<file path="config.mk">
export PLATFORM = sky130hd
export DESIGN_NAME = commit_trace_buffer
export DESIGN_NICKNAME = d
export VERILOG_FILES = /design/src/rtl/commit_trace_pkg.sv /design/src/rtl/commit_trace_buffer_fifo.sv /design/src/rtl/commit_trace_buffer.sv
export SDC_FILE = /design/constraint.sdc
export NUM_CORES = 1
export LEC_CHECK = 0
export CAP_MARGIN = 20
export CORE_MARGIN = 2
export CORE_UTILIZATION = 56
export DETAILED_ROUTE_END_ITERATION = 16
export PLACE_DENSITY = 0.75
export SYNTH_ARGS = -nofsm -noshare
export SYNTH_HDL_FRONTEND = slang
export SYNTH_SLANG_ARGS = --single-unit
</file>
<file path="constraint.sdc">
create_clock -name clk -period 23.4 [get_ports clk]
set_clock_uncertainty 0.05 [all_clocks]
set_input_delay 4.68 -clock clk [delete_from_list [all_inputs] [get_ports clk]]
set_output_delay 4.68 -clock clk [all_outputs]
set_load 0.05 [all_outputs]
</file>
<file path="src/rtl/commit_trace_pkg.sv">
// -----------------------------------------------------------------------------
// commit_trace_pkg
// Shared definitions for the commit trace buffer: record width, flag bit
// positions inside the flag nibble, record field offsets/widths, the capture
// state encoding and a helper that packs one commit record.
// -----------------------------------------------------------------------------
package commit_trace_pkg;

   localparam int REC_W     = 72;

   // Bit positions inside the 4-bit flag nibble {H,W,L,R}
   localparam int FLAG_H    = 3;
   localparam int FLAG_W    = 2;
   localparam int FLAG_L    = 1;
   localparam int FLAG_R    = 0;

   // Record field placement (LSB offset and width)
   localparam int FLAGS_LSB = 68;
   localparam int FLAGS_W   = 4;
   localparam int PC_LSB    = 52;
   localparam int PC_W      = 16;
   localparam int RD_LSB    = 48;
   localparam int RD_W      = 4;
   localparam int RDATA_LSB = 32;
   localparam int RDATA_W   = 16;
   localparam int MADDR_LSB = 16;
   localparam int MADDR_W   = 16;
   localparam int MDATA_LSB = 0;
   localparam int MDATA_W   = 16;

   typedef enum logic [1:0] {
      ST_IDLE    = 2'd0,
      ST_CAPTURE = 2'd1,
      ST_HALTED  = 2'd2,
      ST_TIMEOUT = 2'd3
   } trace_state_e;

   // Places each field at its fixed offset; callers zero fields whose flag is clear
   function automatic logic [REC_W-1:0] pack_record(
      input logic [FLAGS_W-1:0] flags,
      input logic [PC_W-1:0]    pc,
      input logic [RD_W-1:0]    rd,
      input logic [RDATA_W-1:0] rdata,
      input logic [MADDR_W-1:0] maddr,
      input logic [MDATA_W-1:0] mdata
   );
      logic [REC_W-1:0] rec;
      rec = {REC_W{1'b0}};
      rec[FLAGS_LSB +: FLAGS_W] = flags;
      rec[PC_LSB    +: PC_W]    = pc;
      rec[RD_LSB    +: RD_W]    = rd;
      rec[RDATA_LSB +: RDATA_W] = rdata;
      rec[MADDR_LSB +: MADDR_W] = maddr;
      rec[MDATA_LSB +: MDATA_W] = mdata;
      return rec;
   endfunction

endpackage

</file>
<file path="src/rtl/commit_trace_buffer_fifo.sv">
// -----------------------------------------------------------------------------
// trace_fifo
// Circular record buffer with occupancy tracking and a selectable full policy
// (drop newest, or evict oldest when OVERWRITE != 0).
// Ports:
//   clk, rst_n  clock, synchronous active-low reset
//   push_i      write data_i this cycle
//   pop_i       consumer accepts head (ignored when empty)
//   data_i      record to store
//   valid_o     buffer not empty
//   data_o      head record (zero when empty), combinational read
//   count_o     entries held, 0..DEPTH
//   ovf_o       single-cycle pulse: a record was dropped or evicted
// -----------------------------------------------------------------------------
module trace_fifo #(
   parameter int DEPTH     = 16,
   parameter int W         = 72,
   parameter int OVERWRITE = 0
) (
   input  logic                   clk,
   input  logic                   rst_n,
   input  logic                   push_i,
   input  logic                   pop_i,
   input  logic [W-1:0]           data_i,
   output logic                   valid_o,
   output logic [W-1:0]           data_o,
   output logic [$clog2(DEPTH):0] count_o,
   output logic                   ovf_o
);

   localparam int             AW        = $clog2(DEPTH);
   localparam logic [AW:0]    DEPTH_VAL = (AW+1)'(DEPTH);
   localparam logic [AW-1:0]  PTR_ONE   = AW'(1'b1);

   logic [W-1:0]  mem_q [DEPTH];
   logic [AW-1:0] head_q, head_d;
   logic [AW-1:0] tail_q, tail_d;
   logic [AW:0]   count_q, count_d;
   logic          empty_s, full_s, do_pop_s, do_write_s, evict_s, adv_head_s;

   // Next-state for pointers/occupancy and the full-buffer policy decision
   always_comb begin
      empty_s    = (count_q == {(AW+1){1'b0}});
      full_s     = (count_q == DEPTH_VAL);
      do_pop_s   = pop_i & ~empty_s;
      ovf_o      = 1'b0;
      do_write_s = 1'b0;
      evict_s    = 1'b0;
      // A simultaneous pop frees a slot, so only a push without pop overflows
      if (push_i && full_s && !do_pop_s) begin
         ovf_o = 1'b1;
         if (OVERWRITE != 0) begin
            do_write_s = 1'b1;
            evict_s    = 1'b1;
         end else begin
            do_write_s = 1'b0;
            evict_s    = 1'b0;
         end
      end else begin
         do_write_s = push_i;
      end
      adv_head_s = do_pop_s | evict_s;
      head_d     = adv_head_s ? (head_q + PTR_ONE) : head_q;
      tail_d     = do_write_s ? (tail_q + PTR_ONE) : tail_q;
      case ({do_write_s, adv_head_s})
         2'b10:   count_d = count_q + (AW+1)'(1'b1);
         2'b01:   count_d = count_q - (AW+1)'(1'b1);
         default: count_d = count_q;
      endcase
   end

   // Pointer and occupancy registers
   always_ff @(posedge clk) begin
      if (!rst_n) begin
         head_q  <= {AW{1'b0}};
         tail_q  <= {AW{1'b0}};
         count_q <= {(AW+1){1'b0}};
      end else begin
         head_q  <= head_d;
         tail_q  <= tail_d;
         count_q <= count_d;
      end
   end

   // Storage array; contents need no reset because occupancy gates every read
   always_ff @(posedge clk) begin
      if (do_write_s) begin
         mem_q[tail_q] <= data_i;
      end
   end

   assign valid_o = ~empty_s;
   assign data_o  = empty_s ? {W{1'b0}} : mem_q[head_q];
   assign count_o = count_q;

endmodule

</file>
<file path="src/rtl/commit_trace_buffer.sv">
// -----------------------------------------------------------------------------
// commit_trace_buffer
// Captures CPU writeback / memory-stage commit activity into 72-bit records,
// buffers them for valid/ready draining, and keeps saturating cycle and
// instruction counters with a halt freeze and a cycle watchdog.
// Ports:
//   clk, rst_n            clock, synchronous active-low reset
//   enable                capture enable (IDLE <-> CAPTURE)
//   pc, reg_*, mem_*, hlt commit taps from the CPU pipeline
//   rd_valid/rd_ready     drain handshake, rd_record is the head record
//   occupancy             entries held in the buffer
//   cycle_count           cycles spent in CAPTURE (saturating)
//   inst_count            retired instructions (saturating)
//   overflow/halted/timeout sticky status flags
// -----------------------------------------------------------------------------
module commit_trace_buffer
   import commit_trace_pkg::*;
#(
   parameter int DEPTH     = 16,
   parameter int CNT_W     = 32,
   parameter int TIMEOUT   = 100000,
   parameter int OVERWRITE = 0
) (
   input  logic                   clk,
   input  logic                   rst_n,
   input  logic                   enable,
   input  logic [15:0]            pc,
   input  logic                   reg_write_en,
   input  logic [3:0]             reg_rd,
   input  logic [15:0]            reg_data,
   input  logic                   mem_read_en,
   input  logic                   mem_write_en,
   input  logic [15:0]            mem_addr,
   input  logic [15:0]            mem_wdata,
   input  logic [15:0]            mem_rdata,
   input  logic                   hlt,
   output logic                   rd_valid,
   input  logic                   rd_ready,
   output logic [71:0]            rd_record,
   output logic [$clog2(DEPTH):0] occupancy,
   output logic [CNT_W-1:0]       cycle_count,
   output logic [CNT_W-1:0]       inst_count,
   output logic                   overflow,
   output logic                   halted,
   output logic                   timeout
);

   localparam logic [CNT_W:0]   TIMEOUT_VAL = (CNT_W+1)'(TIMEOUT);
   localparam bit               WDOG_EN     = (TIMEOUT != 32'sd0);
   localparam logic [CNT_W-1:0] CNT_MAX     = {CNT_W{1'b1}};
   localparam logic [CNT_W-1:0] CNT_ONE     = CNT_W'(1'b1);

   trace_state_e     state_q;
   logic [CNT_W-1:0] cycle_q, cycle_d;
   logic [CNT_W-1:0] inst_q, inst_d;
   logic             halted_q, timeout_q, overflow_q;
   logic             in_capture_s, ev_r_s, ev_w_s, ev_l_s, ev_h_s;
   logic             push_s, wdog_hit_s, fifo_ovf_s;
   logic [3:0]       flags_s;
   logic [REC_W-1:0] record_s;

   // Event decode and record packing; a store takes priority over a load
   always_comb begin
      ev_r_s                = reg_write_en;
      ev_w_s                = mem_write_en;
      ev_l_s                = mem_read_en & ~mem_write_en;
      ev_h_s                = hlt;
      flags_s               = 4'b0000;
      flags_s[FLAG_H]       = ev_h_s;
      flags_s[FLAG_W]       = ev_w_s;
      flags_s[FLAG_L]       = ev_l_s;
      flags_s[FLAG_R]       = ev_r_s;
      in_capture_s          = (state_q == ST_CAPTURE);
      push_s                = in_capture_s & (|flags_s);
      record_s = pack_record(flags_s, pc,
                             ev_r_s ? reg_rd : 4'h0,
                             ev_r_s ? reg_data : 16'h0000,
                             (ev_w_s | ev_l_s) ? mem_addr : 16'h0000,
                             ev_w_s ? mem_wdata : (ev_l_s ? mem_rdata : 16'h0000));
   end

   // Watchdog compares one bit wider so cycle_count+1 cannot wrap to a false hit
   always_comb begin
      if (WDOG_EN) begin
         wdog_hit_s = (({1'b0, cycle_q} + {{CNT_W{1'b0}}, 1'b1}) == TIMEOUT_VAL);
      end else begin
         wdog_hit_s = 1'b0;
      end
   end

   // Saturating counter next-state; counters only move while capturing
   always_comb begin
      cycle_d = cycle_q;
      inst_d  = inst_q;
      if (in_capture_s) begin
         if (cycle_q != CNT_MAX) begin
            cycle_d = cycle_q + CNT_ONE;
         end else begin
            cycle_d = cycle_q;
         end
         if ((ev_h_s | ev_r_s | ev_w_s) && (inst_q != CNT_MAX)) begin
            inst_d = inst_q + CNT_ONE;
         end else begin
            inst_d = inst_q;
         end
      end else begin
         cycle_d = cycle_q;
         inst_d  = inst_q;
      end
   end

   // Capture FSM with its sticky terminal-state flags; halt outranks watchdog
   always_ff @(posedge clk) begin
      if (!rst_n) begin
         state_q   <= ST_IDLE;
         halted_q  <= 1'b0;
         timeout_q <= 1'b0;
      end else begin
         case (state_q)
            ST_IDLE: begin
               if (enable) begin
                  state_q <= ST_CAPTURE;
               end
            end
            ST_CAPTURE: begin
               if (ev_h_s) begin
                  state_q  <= ST_HALTED;
                  halted_q <= 1'b1;
               end else if (wdog_hit_s) begin
                  state_q   <= ST_TIMEOUT;
                  timeout_q <= 1'b1;
               end else if (!enable) begin
                  state_q <= ST_IDLE;
               end
            end
            ST_HALTED:  state_q <= ST_HALTED;
            ST_TIMEOUT: state_q <= ST_TIMEOUT;
            default:    state_q <= ST_IDLE;
         endcase
      end
   end

   // Counter and sticky overflow registers
   always_ff @(posedge clk) begin
      if (!rst_n) begin
         cycle_q    <= {CNT_W{1'b0}};
         inst_q     <= {CNT_W{1'b0}};
         overflow_q <= 1'b0;
      end else begin
         cycle_q    <= cycle_d;
         inst_q     <= inst_d;
         overflow_q <= overflow_q | fifo_ovf_s;
      end
   end

   trace_fifo #(
      .DEPTH     (DEPTH),
      .W         (REC_W),
      .OVERWRITE (OVERWRITE)
   ) u_fifo (
      .clk     (clk),
      .rst_n   (rst_n),
      .push_i  (push_s),
      .pop_i   (rd_ready),
      .data_i  (record_s),
      .valid_o (rd_valid),
      .data_o  (rd_record),
      .count_o (occupancy),
      .ovf_o   (fifo_ovf_s)
   );

   assign cycle_count = cycle_q;
   assign inst_count  = inst_q;
   assign overflow    = overflow_q;
   assign halted      = halted_q;
   assign timeout     = timeout_q;

endmodule

</file>
==> flow_summary.yaml <==
clock_network:
  cts_tree: "done"
  post_cts_resized: 0
  clock-root-buffer: "clkbuf_16"
  cts_made_buffers: 117
  insertion_delay_ps: 690
  post_cts_buffers: 0
  cts_max_level: 3
  clkTransAtPathRegs_ps: 60
  numClockSinks: 1238
  cts_hold_buffers: 0
  cts_buffer_depth: 3
yosys:
  synth.most_common_cell: "edfxtp_1"
  synth_top_area_share_pct: 71.3
  yosysSeqAreaShare_pct: 74.9
  yosysWarnings: 0
  synth-seq-cells: 1238
  synthesis.nets: 2407
  synth.avg_cell_area_um2: 21.0
  yosysUniqueCellTypes: 59
  synthFlopType: "edfxtp_1"
  synth_xor_area_share_pct: 1.26
  synth_top_family_by_area: "multiplexers"
  synth-simple-area-share_pct: 4.46
  synth-compound-area-share_pct: 1.18
  synth_edf_count: 1152
  synth_fa_ha_area_share_pct: 0.299
  ys_async_sr_fraction_pct: 0
  synthTopCellsByArea: "edfxtp_1 71%, mux4_2 17%, dfxtp_1 3.6%, and2_1 1.3%, nor2_1 0.74%"
  netlist_instances: 2304
  netlist_area_um2: 48500
  netlist_top_cells_count: "1152 x edfxtp_1, 360 x mux4_2, 101 x and2_1, 96 x nor2_1, 86 x dfxtp_1"
  synth_largest_area_cell: "edfxtp_1"
  synth_mux_area_share_pct: 16.8
finish:
  layout.cells.non_filler: 3835
  final_area_um2: 56500
  drive_gt1_share_pct: 24.0
  area_growth_pct: 16.5
  utilization_pct: 66.0
  nets: 2690
  num_antenna_cells: 0
hold_path:
  worstHoldStart: "overflow"
  hold_class: "reg2reg"
  hold_depth: 1
status:
  status: "completed"
detailed_routing:
  vias_per_cell: 6.40
  firstDrtPassIters: 5
  drt_wl_total_mm: 114
  dr_total_vias: 24500
  drt_iter0_markers: 2765
  drc: 0
  final_antenna_net_count: 0
  wire_per_inst_um: 29.8
grt:
  grt_pass1_wl_mm: 166
  grt_antenna_before_repair: 3
  grt_pass1_vias: 25200
  grt_overflow_total: 0
  grt_usage_pct: 25.6
  grt_max_degree: 146
timing:
  worst_pin_slew_ps: 1050
  finalCritPeriodShare_pct: 42.1
  setup_violations: 0
  slew_violations: 0
  relSlewSlack_pct: 29.9
  finalSetupTns_ps: 0
  rsz0062_at_grt: "false"
  fmax_ghz: 0.102
  worst_hold_slack_ps: 430
  timing.final.ws_setup_ps: 13550
  hold_viol_final: 0
  fin_crit_ps: 9850
worst_setup_path:
  endpoint_kind: "primary output"
  cp_max_fo: 145
  critPathKind: "reg2out"
  critPathArrivalTime_ps: 5120
  rr_worst_depth: 7
  cp.required_ps: 18670
  r2r_setup_slack_ps: 19580
  r2r-start: "state_q[1]"
  startpoint_type: "flop"
floorplan:
  coreArea_um2: 85500
  die-width_um: 298
  io-pin-count: 237
  dieHeight_um: 298
  initial_core_util_pct: 56.7
  rows: 107
  die-area_um2: 89000
placement:
  placed_cell_area_um2: 52300
  place_hpwl_mm: 57.2
  dp_worst_setup_slack_ps: 13930
  port-buffer-count: 236
  placed_cells: 3604
  place_congestion: 0.847
power:
  power_density_nw_per_um2: 104
  power_leakage_nw: 17.4
  max-vdd-ir-drop_uv: 72.9
  power.total_mw: 5.86
job:
  drv_cap: 0
[metal layers]
layer / global-route usage [%] / wire [um] / vias up
met1: 34.6 / 43600 / 12900
li1: - / - / 10100
met5: 0 / 0 / -
met3: 4.32 / 9100 / 162
met4: 6.83 / 2380 / 0
met2: 43.5 / 59200 / 1327
[critical path, cell delays in order, from the launching register on]
cell	delay, ps
dfxtp_4	960
buf_12	690
buf_4	540
buf_16	320
mux4_2	360
mux4_2	480
and2_1	200
clkdlybuf4s50_1	710
[final timing paths]
kind | endpoint
max reg2reg | u_fifo.mem_q[14][59]
min reg2reg | overflow
max | rd_record[32]
min | overflow
[layout make-up]
class | count | area [um^2]
inverter | 15 | 56.3
tap | 1144 | 1430
fill | 5346 | 29100
timing repair buffer | 289 | 2850
multi-input combinational | 926 | 11700
clock inverter | 92 | 1070
clock buffer | 131 | 3020
sequential | 1238 | 36300
[cell families (layout without fill, tap and decap cells)]
| family | Yosys count | in the layout |
|---|---|---|
| DFF | 1238 | 1238 |
| and+or+nand+nor | 402 | 402 |
| muxes | 362 | 362 |
| buffers and inverters | 140 | 527 |
| AOI/OAI and AO/OA | 81 | 81 |
| xor gates and xnor gates | 70 | 70 |
| adders and majority gates | 11 | 11 |
[placed cells by master (no fill, tap or decap), types with 5 or more instances in the layout]
cell type and n:
xnor2_1 39, nor3_2 6, nand4_1 25, or2_2 5, a22o_1 16, nand2_1 51
edfxtp_1 1152, nor2b_1 18, a21oi_1 22, nor2_1 84, nor4_1 8, nor3_1 17
and3_1 11, clkdlybuf4s50_1 234, clkinv_1 18, and2_1 101, bufinv_16 21, or3_1 7
nand3_1 27, clkinv_2 33, clkbuf_1 10, clkinvlp_4 7, ha_1 10, xor2_1 31
buf_4 46, mux4_2 360, clkbuf_16 117, dfxtp_1 82, o21ai_0 13, clkinv_4 5
nor2_4 12, and4_1 10, inv_1 14
[registers in the layout (all words and copies together) (netlist names), named ones only]
name	cells
u_fifo.mem_q	1152
cycle_count	32
inst_count	32
u_fifo.count_o	5
u_fifo.head_q	4
u_fifo.tail_q	4
state_q	2
halted	1
overflow	1
timeout	1
[report_power, final]
part,switching [mW],internal (mW),total (mW)
combinational,0.826,0.577,1.40
clock,0.828,1.16,1.99
sequential,0.0288,2.44,2.47
Power figures use the tool's default switching activity.
